$ cat config.mk
export PLATFORM = sky130hd
export DESIGN_NAME = icc_branch_resolver
export DESIGN_NICKNAME = d
export VERILOG_FILES = /design/src/rtl/sparc_icc_pkg.sv /design/src/rtl/icc_cond_eval.sv /design/src/rtl/icc_branch_resolver.sv
export SDC_FILE = /design/constraint.sdc
export NUM_CORES = 1
export LEC_CHECK = 0
export ABC_AREA = 1
export CORE_AREA = 2 2 39 41
export DETAILED_ROUTE_END_ITERATION = 16
export DIE_AREA = 0 0 41 43
export PLACE_DENSITY = 0.72
export RECOVER_POWER = 100
export SLEW_MARGIN = 25
export SYNTH_ARGS = -nofsm -noshare
export SYNTH_HDL_FRONTEND = slang
export SYNTH_HIERARCHICAL = 1
export SYNTH_SLANG_ARGS = --single-unit
$ cat constraint.sdc
create_clock -name clk -period 2 [get_ports clk]
set_clock_uncertainty 0.1 [all_clocks]
set_input_delay 0.3 -clock clk [delete_from_list [all_inputs] [get_ports clk]]
set_output_delay 0.3 -clock clk [all_outputs]
set_load 0.02 [all_outputs]
$ cat src/rtl/sparc_icc_pkg.sv
// sparc_icc_pkg: shared Bicc condition codes, icc bit positions and branch FSM states.
// Rev 1.0
`default_nettype none

package sparc_icc_pkg;

  localparam logic [3:0] COND_BN   = 4'b0000;
  localparam logic [3:0] COND_BE   = 4'b0001;
  localparam logic [3:0] COND_BLE  = 4'b0010;
  localparam logic [3:0] COND_BL   = 4'b0011;
  localparam logic [3:0] COND_BLEU = 4'b0100;
  localparam logic [3:0] COND_BCS  = 4'b0101;
  localparam logic [3:0] COND_BNEG = 4'b0110;
  localparam logic [3:0] COND_BVS  = 4'b0111;
  localparam logic [3:0] COND_BA   = 4'b1000;
  localparam logic [3:0] COND_BNE  = 4'b1001;
  localparam logic [3:0] COND_BG   = 4'b1010;
  localparam logic [3:0] COND_BGE  = 4'b1011;
  localparam logic [3:0] COND_BGU  = 4'b1100;
  localparam logic [3:0] COND_BCC  = 4'b1101;
  localparam logic [3:0] COND_BPOS = 4'b1110;
  localparam logic [3:0] COND_BVC  = 4'b1111;

  localparam int ICC_N = 3;
  localparam int ICC_Z = 2;
  localparam int ICC_V = 1;
  localparam int ICC_C = 0;

  typedef enum logic [1:0] {
    ST_IDLE  = 2'd0,
    ST_SLOT  = 2'd1,
    ST_ANNUL = 2'd2
  } br_state_t;

endpackage

`default_nettype wire

$ cat src/rtl/icc_cond_eval.sv
// icc_cond_eval: combinational Bicc/Ticc condition resolver, (cond, icc) -> taken.
// Rev 1.0
`default_nettype none

module icc_cond_eval
  import sparc_icc_pkg::*;
(
  input  logic [3:0] cond,
  input  logic [3:0] icc,
  output logic       taken
);

  logic n, z, v, c;
  logic base;

  assign n = icc[ICC_N];
  assign z = icc[ICC_Z];
  assign v = icc[ICC_V];
  assign c = icc[ICC_C];

  // The upper eight encodings are the complements of the lower eight.
  always_comb begin
    base = 1'b0;
    case (cond[2:0])
      3'd0: base = 1'b0;
      3'd1: base = z;
      3'd2: base = z | (n ^ v);
      3'd3: base = n ^ v;
      3'd4: base = c | z;
      3'd5: base = c;
      3'd6: base = n;
      3'd7: base = v;
      default: base = 1'b0;
    endcase
    taken = base ^ cond[3];
  end

endmodule

`default_nettype wire

$ cat src/rtl/icc_branch_resolver.sv
// icc_branch_resolver: icc register plus Bicc resolve and delay-slot/annul sequencing.
// Rev 1.0 -- ICC_BYPASS_EN forwards same-edge ALU flags into the condition evaluation.
`default_nettype none

module icc_branch_resolver
  import sparc_icc_pkg::*;
#(
  parameter logic [3:0] ICC_RESET = 4'b0000
) (
  input  logic       clk,
  input  logic       rst,
  input  logic       flag_we,
  input  logic       alu_n,
  input  logic       alu_z,
  input  logic       alu_v,
  input  logic       alu_c,
  input  logic       stall,
  input  logic       br_valid,
  input  logic [3:0] br_cond,
  input  logic       br_annul,
  output logic [3:0] icc,
  output logic       br_taken,
  output logic       annul_slot,
  output logic       dcti_err
);

  br_state_t  state;
  logic [3:0] alu_flags;
  logic [3:0] eval_icc;
  logic       cond_true;

  assign alu_flags = {alu_n, alu_z, alu_v, alu_c};

`ifdef ICC_BYPASS_EN
  assign eval_icc = flag_we ? alu_flags : icc;
`else
  assign eval_icc = icc;
`endif

  icc_cond_eval u_cond_eval (
    .cond  (br_cond),
    .icc   (eval_icc),
    .taken (cond_true)
  );

  always_ff @(posedge clk or posedge rst) begin
    if (rst) begin
      state      <= ST_IDLE;
      icc        <= ICC_RESET;
      br_taken   <= 1'b0;
      annul_slot <= 1'b0;
      dcti_err   <= 1'b0;
    end else begin
      if (flag_we)
        icc <= alu_flags;
      br_taken <= 1'b0;
      dcti_err <= 1'b0;
      if (!stall) begin
        case (state)
          ST_IDLE: begin
            if (br_valid) begin
              br_taken <= cond_true;
              // BA,a squashes its slot even though it is taken.
              if (br_annul && (!cond_true || br_cond == COND_BA)) begin
                state      <= ST_ANNUL;
                annul_slot <= 1'b1;
              end else begin
                state <= ST_SLOT;
              end
            end
          end
          ST_SLOT: begin
            state      <= ST_IDLE;
            annul_slot <= 1'b0;
            if (br_valid)
              dcti_err <= 1'b1;
          end
          ST_ANNUL: begin
            state      <= ST_IDLE;
            annul_slot <= 1'b0;
          end
          default: begin
            state      <= ST_IDLE;
            annul_slot <= 1'b0;
          end
        endcase
      end
    end
  end

endmodule

`default_nettype wire

=== Yosys cells after proc, flatten, opt, wreduce, memory -nomap -nowiden ===
Cells that the tools add are included.

* Input bits: 14
* Output and inout bits: 7
* Word-level logic and storage cells: 41
* Flip-flop bits (word level): 9

* Bitwise logic cells: 5
* Equality and inequality tests: 11
* Mux-type cells: 13
* Reductions and logical operators: 7

{| class="wikitable"
|+ Operator list
! operator !! count
|-
| $eq A3 B3 Y1 const B || 4
|-
| $mux W1 || 9
|-
| $pmux W1 S8 || 1
|-
| $eq A3 B2 Y1 const B || 2
|-
| $mux W2 || 3
|-
| $eq A4 B4 Y1 const B || 1
|-
| $ne A2 B2 Y1 const B || 2
|-
| $eq A3 B1 Y1 const B || 1
|-
| $logic_not A3 Y1 || 1
|-
| $reduce_and A3 Y1 || 1
|-
| $eq A2 B1 Y1 const B || 1
|-
| $logic_not A2 Y1 || 1
|-
| $or A1 B1 Y1 || 2
|-
| $reduce_and A2 Y1 || 1
|-
| $xor A1 B1 Y1 || 2
|-
| $logic_and A1 B1 Y1 || 1
|-
| $logic_not A1 Y1 || 1
|-
| $logic_or A1 B1 Y1 || 1
|-
| $not A1 Y1 || 1
|}

=== Logic depth before layout (Yosys ltp) ===
Gate-level depths: netlist (run 1).

* Depth after elaboration: 10
* Mapped depth: 13
* Gate-level depth less buffers: 13

=== Hierarchy ===
Netlist (run 1), hierarchy kept.

{| class="wikitable"
|+ Modules (own cells, without submodules)
! module !! area each (µm²) !! seq. area each (µm²) !! times used !! cells an instance
|-
| icc_branch_resolver || 395.4 || 225.2 || 1 || 36
|-
| icc_cond_eval || 101.3 || 0.0 || 1 || 25
|}

=== Worst setup path before layout (run 1) ===
No wires, ideal clock.

* Path kind: register -> register
* From: register icc[2]
* To: register annul_slot
* Required time: 1,782 ps
* Buffers on the path: 0
* Clock period less this slack: 1,412 ps
* Cell stages (with the launch flop): 12
* Data arrival time: 1,195 ps
* Path slack: 588 ps
* Library setup time: 118 ps
* Path through: dfrtp_1 -> inv_1 -> nor2_1 -> nor2_1 -> nand2_1 -> nand2_1 -> nand3_1 -> nand2_1 -> nand2_1 -> nand2_1 -> nand3_1 -> nand2_1

* Cells in the longest elaborated chain, start to end: 8
* Elaborated cells between the ends (all ways): 9
* Classes of those cells: eq/ne: 1; mux: 1; bitwise: 3; reduce/logical: 4

{| class="wikitable"
|+ Ends and longest elaborated chain
! item !! RTL line !! text
|-
| start: declaration || icc_branch_resolver.sv:21 || <nowiki>output logic [3:0] icc,</nowiki>
|-
| start signal: assignment || icc_branch_resolver.sv:55 || <nowiki>icc <= alu_flags;</nowiki>
|-
| $or A1 B1 Y1 (on tied branches) || icc_cond_eval.sv:29, icc_cond_eval.sv:27 ||
|-
| $pmux W1 S8 * || icc_cond_eval.sv:24 || <nowiki>case (cond[2:0])</nowiki>
|-
| $xor A1 B1 Y1 * || icc_cond_eval.sv:35 || <nowiki>taken = base ^ cond[3];</nowiki>
|-
| via cond_true || icc_branch_resolver.sv:30 || <nowiki>logic cond_true;</nowiki>
|-
| $logic_not A1 Y1 * || icc_branch_resolver.sv:64 || <nowiki>if (br_annul && (!cond_true || br_cond == COND_BA)) begin</nowiki>
|-
| $logic_or A1 B1 Y1 * || icc_branch_resolver.sv:64 ||
|-
| $logic_and A1 B1 Y1 * || icc_branch_resolver.sv:64 ||
|-
| $ne A2 B2 Y1 (no line) * || -- ||
|-
| $reduce_and A3 Y1 (no line) * || -- ||
|-
| end signal: assignment || icc_branch_resolver.sv:66 || <nowiki>annul_slot <= 1'b1;</nowiki>
|-
| end signal: assignment || icc_branch_resolver.sv:74 || <nowiki>annul_slot <= 1'b0;</nowiki>
|-
| end signal: assignment || icc_branch_resolver.sv:80 || <nowiki>annul_slot <= 1'b0;</nowiki>
|-
| end: declaration || icc_branch_resolver.sv:23 || <nowiki>output logic annul_slot,</nowiki>
|}

Mark *: on every way through the listed nets, which the timed path passes. The rest lies on a longest branch.
A chain may end at the register's enable or synchronous reset.

=== Final worst setup path (run 1) ===
* From: register icc[3]
* To: output icc[3]

No word-level cell between the ends.

==> results of run 1 <==
[power groups by stage]
stage / clock network, mW / logic (mW) / registers, mW
6_report: 0.143 / 0.154 / 0.221
5_1_grt: 0.154 / 0.169 / 0.225
4_1_cts: 0.147 / 0.168 / 0.222
3_5_place_dp: 0 / 0.167 / 0.225
3_3_place_gp: 0 / 0.164 / 0.224
2_1_floorplan: 0 / 0.0762 / 0.241
[synthesized netlist by cell type]
| cell | instances |
|---|---|
| nand2_1 | 22 |
| nand3b_4 | 1 |
| nor2_2 | 2 |
| nor2_1 | 5 |
| dfrtp_1 | 9 |
| a21oi_1 | 2 |
| inv_2 | 1 |
| nand2_2 | 1 |
| mux2_2 | 4 |
| nand3_1 | 2 |
| nor3b_1 | 2 |
| or2_4 | 1 |
| xnor2_1 | 1 |
| inv_1 | 8 |
[stage by stage]
stage | power (mW) | setup WS, ns | hold slack (ns) | cell area (um2) | std cells
3_3_place_gp | 0.3887 | 0.1361 | 0.3469 | 716.9 | 97
4_1_cts | 0.5361 | 0.3018 | 0.2034 | 743.2 | 101
3_5_place_dp | 0.3918 | 0.1022 | 0.3548 | 716.9 | 97
5_1_grt | 0.5484 | 0.2003 | 0.3807 | 734.5 | 101
2_1_floorplan | 0.3176 | 0.5875 | 0.02792 | 496.7 | 61
6_report | 0.5184 | 0.2411 | 0.3309 | 734.5 | 101
[cells by family (layout without fill, tap and decap cells)]
| family | after synthesis | count (layout) | synth area share |
|---|---|---|---|
| buffers and inverters | 9 | 33 | 0.06801 |
| XOR/XNOR | 1 | 1 | 0.01764 |
| multiplexers | 4 | 4 | 0.09067 |
| flip-flops | 9 | 9 | 0.4534 |
| AND/OR/NAND/NOR | 36 | 36 | 0.3501 |
| AO/OA/AOI/OAI | 2 | 2 | 0.02015 |
[final timing paths]
| kind | start | slack [ns] | cells after the start | to |
|---|---|---|---|---|
| max | icc[3] | 0.24 | 1 | icc[3] |
| max reg2reg | icc[2] | 0.59 | 12 | state[0] |
| min | rst | 0.33 | 2 | icc[1] |
| max in group asynchronous | rst | 1.21 | 2 | annul_slot |
| min reg2reg | state[1] | 0.36 | 1 | dcti_err |
| min in group clk | state[1] | 0.36 | 1 | dcti_err |
[layer usage]
metal | share of wire | routed length (um) | track usage | vias to the layer above
li1 | - | - | - | 236
met1 | 0.44 | 446 | 0.1932 | 193
met2 | 0.48 | 484 | 0.2000 | 9
met3 | 0.043 | 43 | 0.03141 | 5
met4 | 0.036 | 36 | 0.1200 | 0
met5 | 0 | 0 | 0 | -
[final cells by class]
cell class                 instances  area, um2  area share
clock buffer                       4      26.28     0.03578
inverter                           9      33.78     0.04600
multi-input combinational         43      229.0      0.3118
sequential                         9      225.2      0.3066
tap                               16      20.02     0.02726
timing repair buffer              20      200.2      0.2726
[worst register-to-register path: stages, from the launching register on]
cell	delay (ns)
dfrtp_1	0.40
inv_1	0.06
nor2_1	0.04
nor2_1	0.10
nand2_1	0.06
nand2_1	0.08
nand2_1	0.05
nand2_1	0.05
nand2_1	0.06
nand2_1	0.11
nand2_1	0.08
nand2_1	0.08
nor2_2	0.04
[registers in the layout, summed over array words and instances (netlist names)]
signal / flops
icc: 4
state: 2
annul_slot: 1
br_taken: 1
dcti_err: 1
==> impl_metrics.env, run 1 <==
export IMPL_ys_top_cells_by_area="dfrtp_1, nand2_1, mux2_2"
export IMPL_die_w_um=41
export IMPL_finalHoldViolCount=0
export IMPL_power_switching_mw=0.1548
export IMPL_ir_drop_mv=0.3687
export IMPL_die_h_um=43
export IMPL_worstPathRequired_ns=1.60
export IMPL_gp_congestion=0.7920
export IMPL_rsz0062_at_grt="false"
export IMPL_wl_um=1010
export IMPL_grt_ovfl_total=0
export IMPL_num_antenna_cells=0
export IMPL_io_buffers=20
export IMPL_crit_type="reg2out"
export IMPL_drtPass1Iterations=4
export IMPL_slowest_delay_ns=0.70
export IMPL_postRouteAntennaNets=0
export IMPL_crit_family="buffers and inverters"
export IMPL_maxSlewViolCount=0
export IMPL_antenna_found_initial=0
export IMPL_cp_slowest_cell="dlygate4sd3_1"
export IMPL_syn_nets=75
export IMPL_area_growth_syn_to_layout_pct=47.86
export IMPL_power_frac_clock=0.276
export IMPL_n_fill_cell=138
export IMPL_pwr_share_seq=0.426
export IMPL_final_layout_size_suffix_gt1_frac=0.1412
export IMPL_routed_via_density=4.386
export IMPL_crit_path_max_fanout=4
export IMPL_tightestPinTransition_ns=0.3495
export IMPL_cts_setup_buffers=0
export IMPL_dr_first_iter_drc_count=3
export IMPL_fmax_mhz=568.5
export IMPL_clock_sinks=9
export IMPL_ys_warn_count=6
export IMPL_grt_pass1_vias=406
export IMPL_dieArea_mm2=0.001763
export IMPL_vias=443
export IMPL_clock_path_buffers=2
export IMPL_crit_path_end_kind="output port"
export IMPL_p_leak_nw=0.3799
export IMPL_ctsHoldBuffers=0
export IMPL_period_share=0.8795
export IMPL_numCtsBuffers=3
export IMPL_ioPinCount=21
export IMPL_crit_buf_inv=1
export IMPL_syn_cell_area_um2=496.7
export IMPL_ys_seq_area_frac=0.4534
export IMPL_clkSlewWorstSetupHoldPaths_ns=0.06
export IMPL_postCtsResizedCells=0
export IMPL_ys_ff_latch=9
export IMPL_clock_latency_ns=0.26
export IMPL_slew_headroom=0.7667
export IMPL_final_cell_mix="nand2_1, clkdlybuf4s50_1, dlygate4sd3_1, inv_1, dfrtp_1"
export IMPL_p_sw_frac=0.2986
export IMPL_start_kind="flop"
export IMPL_layout_commonest_cell="nand2_1"
export IMPL_crit_arrival_ns=1.36
export IMPL_rows=14
export IMPL_fin_nets=100
export IMPL_period_minus_slack_ns=1.759
export IMPL_wl_per_cell_um=10.00
export IMPL_setup_viol=0
export IMPL_yosysUniqueCellTypes=14
export IMPL_drc=0
export IMPL_comb_power_share=0.298
export IMPL_core_area_mm2=0.001384
export IMPL_hold_class="in2async"
export IMPL_synth_largest_area_cell="dfrtp_1"
export IMPL_avgSynthCellArea_um2=8.143
export IMPL_tns_ns=0
export IMPL_powerDensity_mw_per_mm2=705.8
export IMPL_cts_tree="yes"
export IMPL_p_int_mw=0.3636
export IMPL_worstPathCellList="dlygate4sd3_1"
export IMPL_dp_hpwl_um=818.3
export IMPL_globalRouteTotalUtil=0.1480
export IMPL_ctsRootBufferMaster="clkbuf_4"
export IMPL_synth_top_area_frac=0.4534
export IMPL_synthCells=61
export IMPL_h_tree_depth=1
export IMPL_grt_pass1_wl_um=1669
export IMPL_status="completed"
export IMPL_grt_max_degree=10
export IMPL_start_util=0.3590
export IMPL_maxCapViolCount=0
export IMPL_final_core_util=0.5307
Power figures use the tool's default switching activity.
==> run 2, diff against run 1 <==
--- a/config.mk
+++ b/config.mk
@@ -7,3 +7,2 @@
 export LEC_CHECK = 0
-export ABC_AREA = 1
 export CORE_AREA = 2 2 39 41
@@ -11,3 +10,3 @@
 export DIE_AREA = 0 0 41 43
-export PLACE_DENSITY = 0.72
+export PLACE_DENSITY = 0.68
 export RECOVER_POWER = 100
==> constraint.sdc (replaced) <==
create_clock -name clk -period 2 [get_ports clk]
set_clock_uncertainty 0.1 [all_clocks]
set_input_delay 0.5 -clock clk [delete_from_list [all_inputs] [get_ports clk]]
set_output_delay 0.5 -clock clk [all_outputs]
set_load 0.02 [all_outputs]
==> impl_metrics.env, run 2 <==
export IMPL_status="completed"
export IMPL_met3_usage=0.06283
export IMPL_syn_nets=50
export IMPL_ir_drop_mv=0.4434
export IMPL_powerDensity_mw_per_mm2=698.0
export IMPL_fin_ws_ns=0.1014
export IMPL_r2r_start="icc[3]"
export IMPL_ys_top_cells_by_area="dfrtp_1, mux2_1, nor4b_4"
export IMPL_clock_path_buffers=2
export IMPL_use_met1=0.1623
export IMPL_slew_headroom=0.7785
export IMPL_synthSimpleGateAreaFrac=0.1543
export IMPL_yosysUniqueCellTypes=20
export IMPL_cp_slowest_cell="dlygate4sd3_1"
export IMPL_ys_seq_area_frac=0.4959
export IMPL_grt_pass1_vias=311
export IMPL_synth_most_common_cell="dfrtp_1"
export IMPL_synth_edf_count=0
export IMPL_pre_cts_ws_ns=-0.2677
export IMPL_fin_nets=78
export IMPL_n_fill_cell=126
export IMPL_globalRouteTotalUtil=0.1226
export IMPL_finalHoldViolCount=0
export IMPL_synth_compound_area_frac=0.1736
export IMPL_crit_family="buffers and inverters"
export IMPL_ys_warn_count=6
export IMPL_synth_largest_area_cell="dfrtp_1"
export IMPL_stdcell_count=79
export IMPL_numCtsBuffers=3
export IMPL_cts_tree="yes"
export IMPL_rsz0062_at_grt="false"
export IMPL_placed_cells=75
export IMPL_min_path_cells=1
export IMPL_synth_top_area_frac=0.4959
export IMPL_synthMuxAreaShare=0.1212
export IMPL_worstPathCellList="dlygate4sd3_1"
export IMPL_crit_buf_inv=1
export IMPL_hp_start="annul_slot"
export IMPL_ys_ff_latch=9
export IMPL_dp_hpwl_um=702.1
export IMPL_num_antenna_cells=0
export IMPL_wl_um=885
export IMPL_die_w_um=41
export IMPL_use_met2=0.1406
export IMPL_die_h_um=43
export IMPL_antenna_found_initial=0
export IMPL_final_core_util=0.5235
export IMPL_h_tree_depth=1
export IMPL_clock_sinks=9
export IMPL_synth_adder_area_share=0
export IMPL_drc=0
export IMPL_maxSlewViolCount=0
export IMPL_grt_pass1_wl_um=1386
export IMPL_synth_xor_area_frac=0.03857
export IMPL_synthFlopType="dfrtp_1"
export IMPL_drtPass1Iterations=2
export IMPL_r2r_end="annul_slot"
export IMPL_top_register="icc"
export IMPL_grt_ovfl_total=0
export IMPL_min_to="annul_slot"
export IMPL_io_buffers=20
export IMPL_start_util=0.3282
export IMPL_dieArea_mm2=0.001763
export IMPL_seq_area_um2=225.2
export IMPL_synthTopCellsByCount="dfrtp_1, a21oi_1, mux2_1"
export IMPL_routed_via_density=5.013
export IMPL_crit_type="reg2out"
export IMPL_ioPinCount=21
export IMPL_p_leak_nw=0.3317
export IMPL_synthCells=36
export IMPL_start_kind="flop"
export IMPL_worst_r2r_cell_count=6
export IMPL_period_minus_slack_ns=1.899
export IMPL_ctsRootBufferMaster="clkbuf_4"
export IMPL_slowest_delay_ns=0.65
export IMPL_core_area_mm2=0.001384
export IMPL_wl_per_cell_um=11.20
export IMPL_crit_path_max_fanout=3
export IMPL_worstPathRequired_ns=1.40
export IMPL_multi_input_area_um2=221.5
export IMPL_ctsHoldBuffers=0
export IMPL_crit_path_end_kind="output port"
export IMPL_period_share=0.9493
export IMPL_grt_max_degree=10
export IMPL_gp_congestion=0.7465
export IMPL_setup_viol=0
export IMPL_hold_class="reg2reg"
export IMPL_clkSlewWorstSetupHoldPaths_ns=0.06
export IMPL_vias=396
export IMPL_postRouteAntennaNets=0
export IMPL_dr_first_iter_drc_count=3
export IMPL_r2r_setup_slack_ns=0.39
export IMPL_top_regs="icc x4, state x2"
export IMPL_final_cell_mix="clkdlybuf4s50_1, dfrtp_1, dlygate4sd3_1"
export IMPL_area_growth_syn_to_layout_pct=59.50
export IMPL_busiest_layer="met1"
export IMPL_fmax_mhz=526.7
export IMPL_tightestPinTransition_ns=0.3319
export IMPL_clock_latency_ns=0.26
export IMPL_crit_arrival_ns=1.30
export IMPL_final_layout_size_suffix_gt1_frac=0.1746
export IMPL_holdWs_ns=0.3922
export IMPL_synth_top_family_by_area="compound AO/OA/AOI/OAI gates"
export IMPL_largest_reg_flops=4
export IMPL_layout_commonest_cell="clkdlybuf4s50_1"
export IMPL_syn_cell_area_um2=454.2
export IMPL_async_reset_ff_frac=1.000
export IMPL_rows=14
export IMPL_avgSynthCellArea_um2=12.62
export IMPL_maxCapViolCount=0
-- run 2: worst register-to-register path, delay by kind of cell, from the launching register on --
| family | cells | cell delay [ns] |
|---|---|---|
| flip-flops | 1 | 0.40 |
| AO/OA/AOI/OAI | 3 | 0.59 |
| multiplexers | 1 | 0.10 |
| XOR/XNOR | 1 | 0.21 |
| AND/OR/NAND/NOR | 1 | 0.10 |
-- run 2: worst max-delay path by stage --
| stage | from | end | cells after the start |
|---|---|---|---|
| 2_1_floorplan | br_cond[1] | annul_slot | 6 |
| 3_3_place_gp | br_cond[1] | state[1] | 7 |
| 3_5_place_dp | br_cond[1] | annul_slot | 7 |
| 4_1_cts | br_cond[2] | annul_slot | 7 |
| 5_1_grt | br_cond[0] | state[1] | 7 |
| 6_report | icc[0] | icc[0] | 1 |
-- run 2: cell families (layout without fill, tap and decap cells) --
kind of cell    Yosys count  in the layout
compound gates           11             11
xor+xnor                  2              2
buf+inv                   2             29
flops                     9              9
mux                       5              5
simple gates              7              7
-- run 2: metal layers --
layer	part of all wire	vias up	wire length, um
met5	0	-	0
met4	0.035	0	31
met3	0.086	4	76
met2	0.42	17	370
met1	0.46	183	407
li1	-	192	-
-- run 2: area by class of cell --
cell class | instances | share of cell area
clock buffer | 4 | 0.03627
multi-input combinational | 25 | 0.3057
tap | 16 | 0.02763
timing repair buffer | 23 | 0.3092
inverter | 2 | 0.01036
sequential | 9 | 0.3109
-- run 2: through the flow --
step                      area [um2]  setup TNS [ns]  power (mW)
after floorplan                454.2               0      0.2992
after global placement         696.9         -0.6583      0.3795
after detailed placement       696.9         -0.7220      0.3806
after CTS                      721.9               0      0.5193
after global routing           724.4               0      0.5346
final                          724.4               0      0.5057
-- run 2: power by group --
part	internal, mW	total (mW)	switching (mW)
combinational	0.0836	0.145	0.0613
sequential	0.204	0.224	0.0196
clock	0.0767	0.137	0.0605
total	0.364	0.506	0.141
-- run 2: timing repair --
| action | in CTS | in global routing |
|---|---|---|
| resized for setup | 1 | 1 |
| cloned | 0 | 0 |
| pin swaps | 1 | 1 |
| endpoints found under the setup margin | 2 | 3 |
| endpoints found under the hold margin | 0 | 0 |
| buffers inserted | 0 | 0 |
==> run 3, diff against run 2 <==
Settings changed: GPL_TIMING_DRIVEN from default to 0, SKIP_LAST_GASP from default to 1.
==> impl_metrics.env, run 3 (synthesized netlist as in run 2, its figures left out) <==
export IMPL_rows=14
export IMPL_postRouteAntennaNets=0
export IMPL_fin_ws_ns=0.08596
export IMPL_crit_type="reg2out"
export IMPL_ioPinCount=21
export IMPL_drtPass1Iterations=3
export IMPL_ir_drop_mv=0.3131
export IMPL_final_layout_size_suffix_gt1_frac=0.1333
export IMPL_period_share=0.9570
export IMPL_clock_latency_ns=0.25
export IMPL_dr_first_iter_drc_count=5
export IMPL_die_w_um=41
export IMPL_maxCapViolCount=0
export IMPL_fmax_mhz=522.5
export IMPL_hold_class="reg2reg"
export IMPL_cts_tree="yes"
export IMPL_die_h_um=43
export IMPL_setup_viol=0
export IMPL_crit_family="buffers and inverters"
export IMPL_dieArea_mm2=0.001763
export IMPL_core_area_mm2=0.001384
export IMPL_crit_arrival_ns=1.31
export IMPL_grt_pass1_vias=403
export IMPL_top_register="icc"
export IMPL_cp_slowest_cell="dlygate4sd3_1"
export IMPL_wl_um=959
export IMPL_area_growth_syn_to_layout_pct=54.27
export IMPL_tightestPinTransition_ns=0.3445
export IMPL_rsz0062_at_grt="false"
export IMPL_start_util=0.3282
export IMPL_slew_headroom=0.7701
export IMPL_finalHoldViolCount=0
export IMPL_placed_cell_area_um2=674.4
export IMPL_vias=383
export IMPL_total_power_mw=0.5053
export IMPL_numCtsBuffers=3
export IMPL_powerDensity_mw_per_mm2=721.1
export IMPL_ctsHoldBuffers=0
export IMPL_gp_congestion=0.6703
export IMPL_pre_cts_ws_ns=-0.3596
export IMPL_slowest_delay_ns=0.69
export IMPL_clock_path_buffers=2
export IMPL_final_core_util=0.5063
export IMPL_ctsRootBufferMaster="clkbuf_4"
export IMPL_r2r_setup_slack_ns=0.31
export IMPL_maxSlewViolCount=0
export IMPL_fin_nets=75
export IMPL_top_regs="icc x4, state x2"
export IMPL_tns_ns=0
export IMPL_period_minus_slack_ns=1.914
export IMPL_crit_path_max_fanout=3
export IMPL_layout_commonest_cell="clkdlybuf4s50_1"
export IMPL_worstPathRequired_ns=1.40
export IMPL_crit_path_end_kind="output port"
export IMPL_worstPathCellList="dlygate4sd3_1"
export IMPL_status="completed"
export IMPL_drc=0
export IMPL_final_cell_mix="clkdlybuf4s50_1, dfrtp_1, dlygate4sd3_1"
export IMPL_io_buffers=20
export IMPL_p_leak_nw=0.3177
export IMPL_grt_max_degree=10
export IMPL_num_antenna_cells=0
export IMPL_grt_pass1_wl_um=1711
export IMPL_clock_sinks=9
export IMPL_cts_setup_buffers=0
export IMPL_fin_area_um2=700.7
export IMPL_n_fill_cell=132
export IMPL_h_tree_depth=1
export IMPL_wl_per_cell_um=12.62
export IMPL_grt_ovfl_total=0
export IMPL_crit_buf_inv=1
export IMPL_clkSlewWorstSetupHoldPaths_ns=0.06
export IMPL_globalRouteTotalUtil=0.1423
export IMPL_antenna_found_initial=0
export IMPL_routed_via_density=5.039
export IMPL_largest_reg_flops=4
export IMPL_start_kind="flop"
run 3: worst paths after layout:
check | to | cells past startpoint | startpoint
worst max register to register | annul_slot | 6 | icc[3]
worst max-delay path | icc[0] | 1 | icc[0]
min in group asynchronous | annul_slot | 2 | rst
worst min-delay path | annul_slot | 1 | annul_slot
max in group asynchronous | state[0] | 2 | rst
worst min register to register | annul_slot | 1 | annul_slot
run 3: power by group:
group | switching, mW | total (mW) | internal, mW
logic | 0.0627 | 0.142 | 0.0793
registers | 0.0201 | 0.224 | 0.204
clock network | 0.0626 | 0.139 | 0.0768
total | 0.145 | 0.505 | 0.360
run 3: per-stage QoR:
stage	hold WS, ns	std cells
global placement	0.3832	72
detailed placement	0.3857	72
global route	0.4192	76
floorplan	0.2279	36
CTS	0.4004	76
finish	0.3888	76
run 3: layout make-up:
cell class / count / area [um2] / area share
clock buffers: 4 / 26.28 / 0.03750
repair buffers: 20 / 200.2 / 0.2857
flip-flops and latches: 9 / 225.2 / 0.3214
well taps: 16 / 20.02 / 0.02857
inverters: 2 / 7.507 / 0.01071
multi-input cells: 25 / 221.5 / 0.3161
run 3: metal layers:
| metal | share of wire | GRT usage | vias to the layer above |
|---|---|---|---|
| met3 | 0.064 | 0.05236 | 2 |
| met4 | 0.020 | 0.06000 | 0 |
| met1 | 0.47 | 0.2040 | 181 |
| met5 | 0 | 0 | - |
| met2 | 0.44 | 0.1875 | 14 |
| li1 | - | - | 186 |
run 3: what timing repair did:
action / CTS / global route
pin swaps: 0 / 1
gates resized for setup: 2 / 1
setup endpoints to repair: 3 / 3
gates cloned: 0 / 0
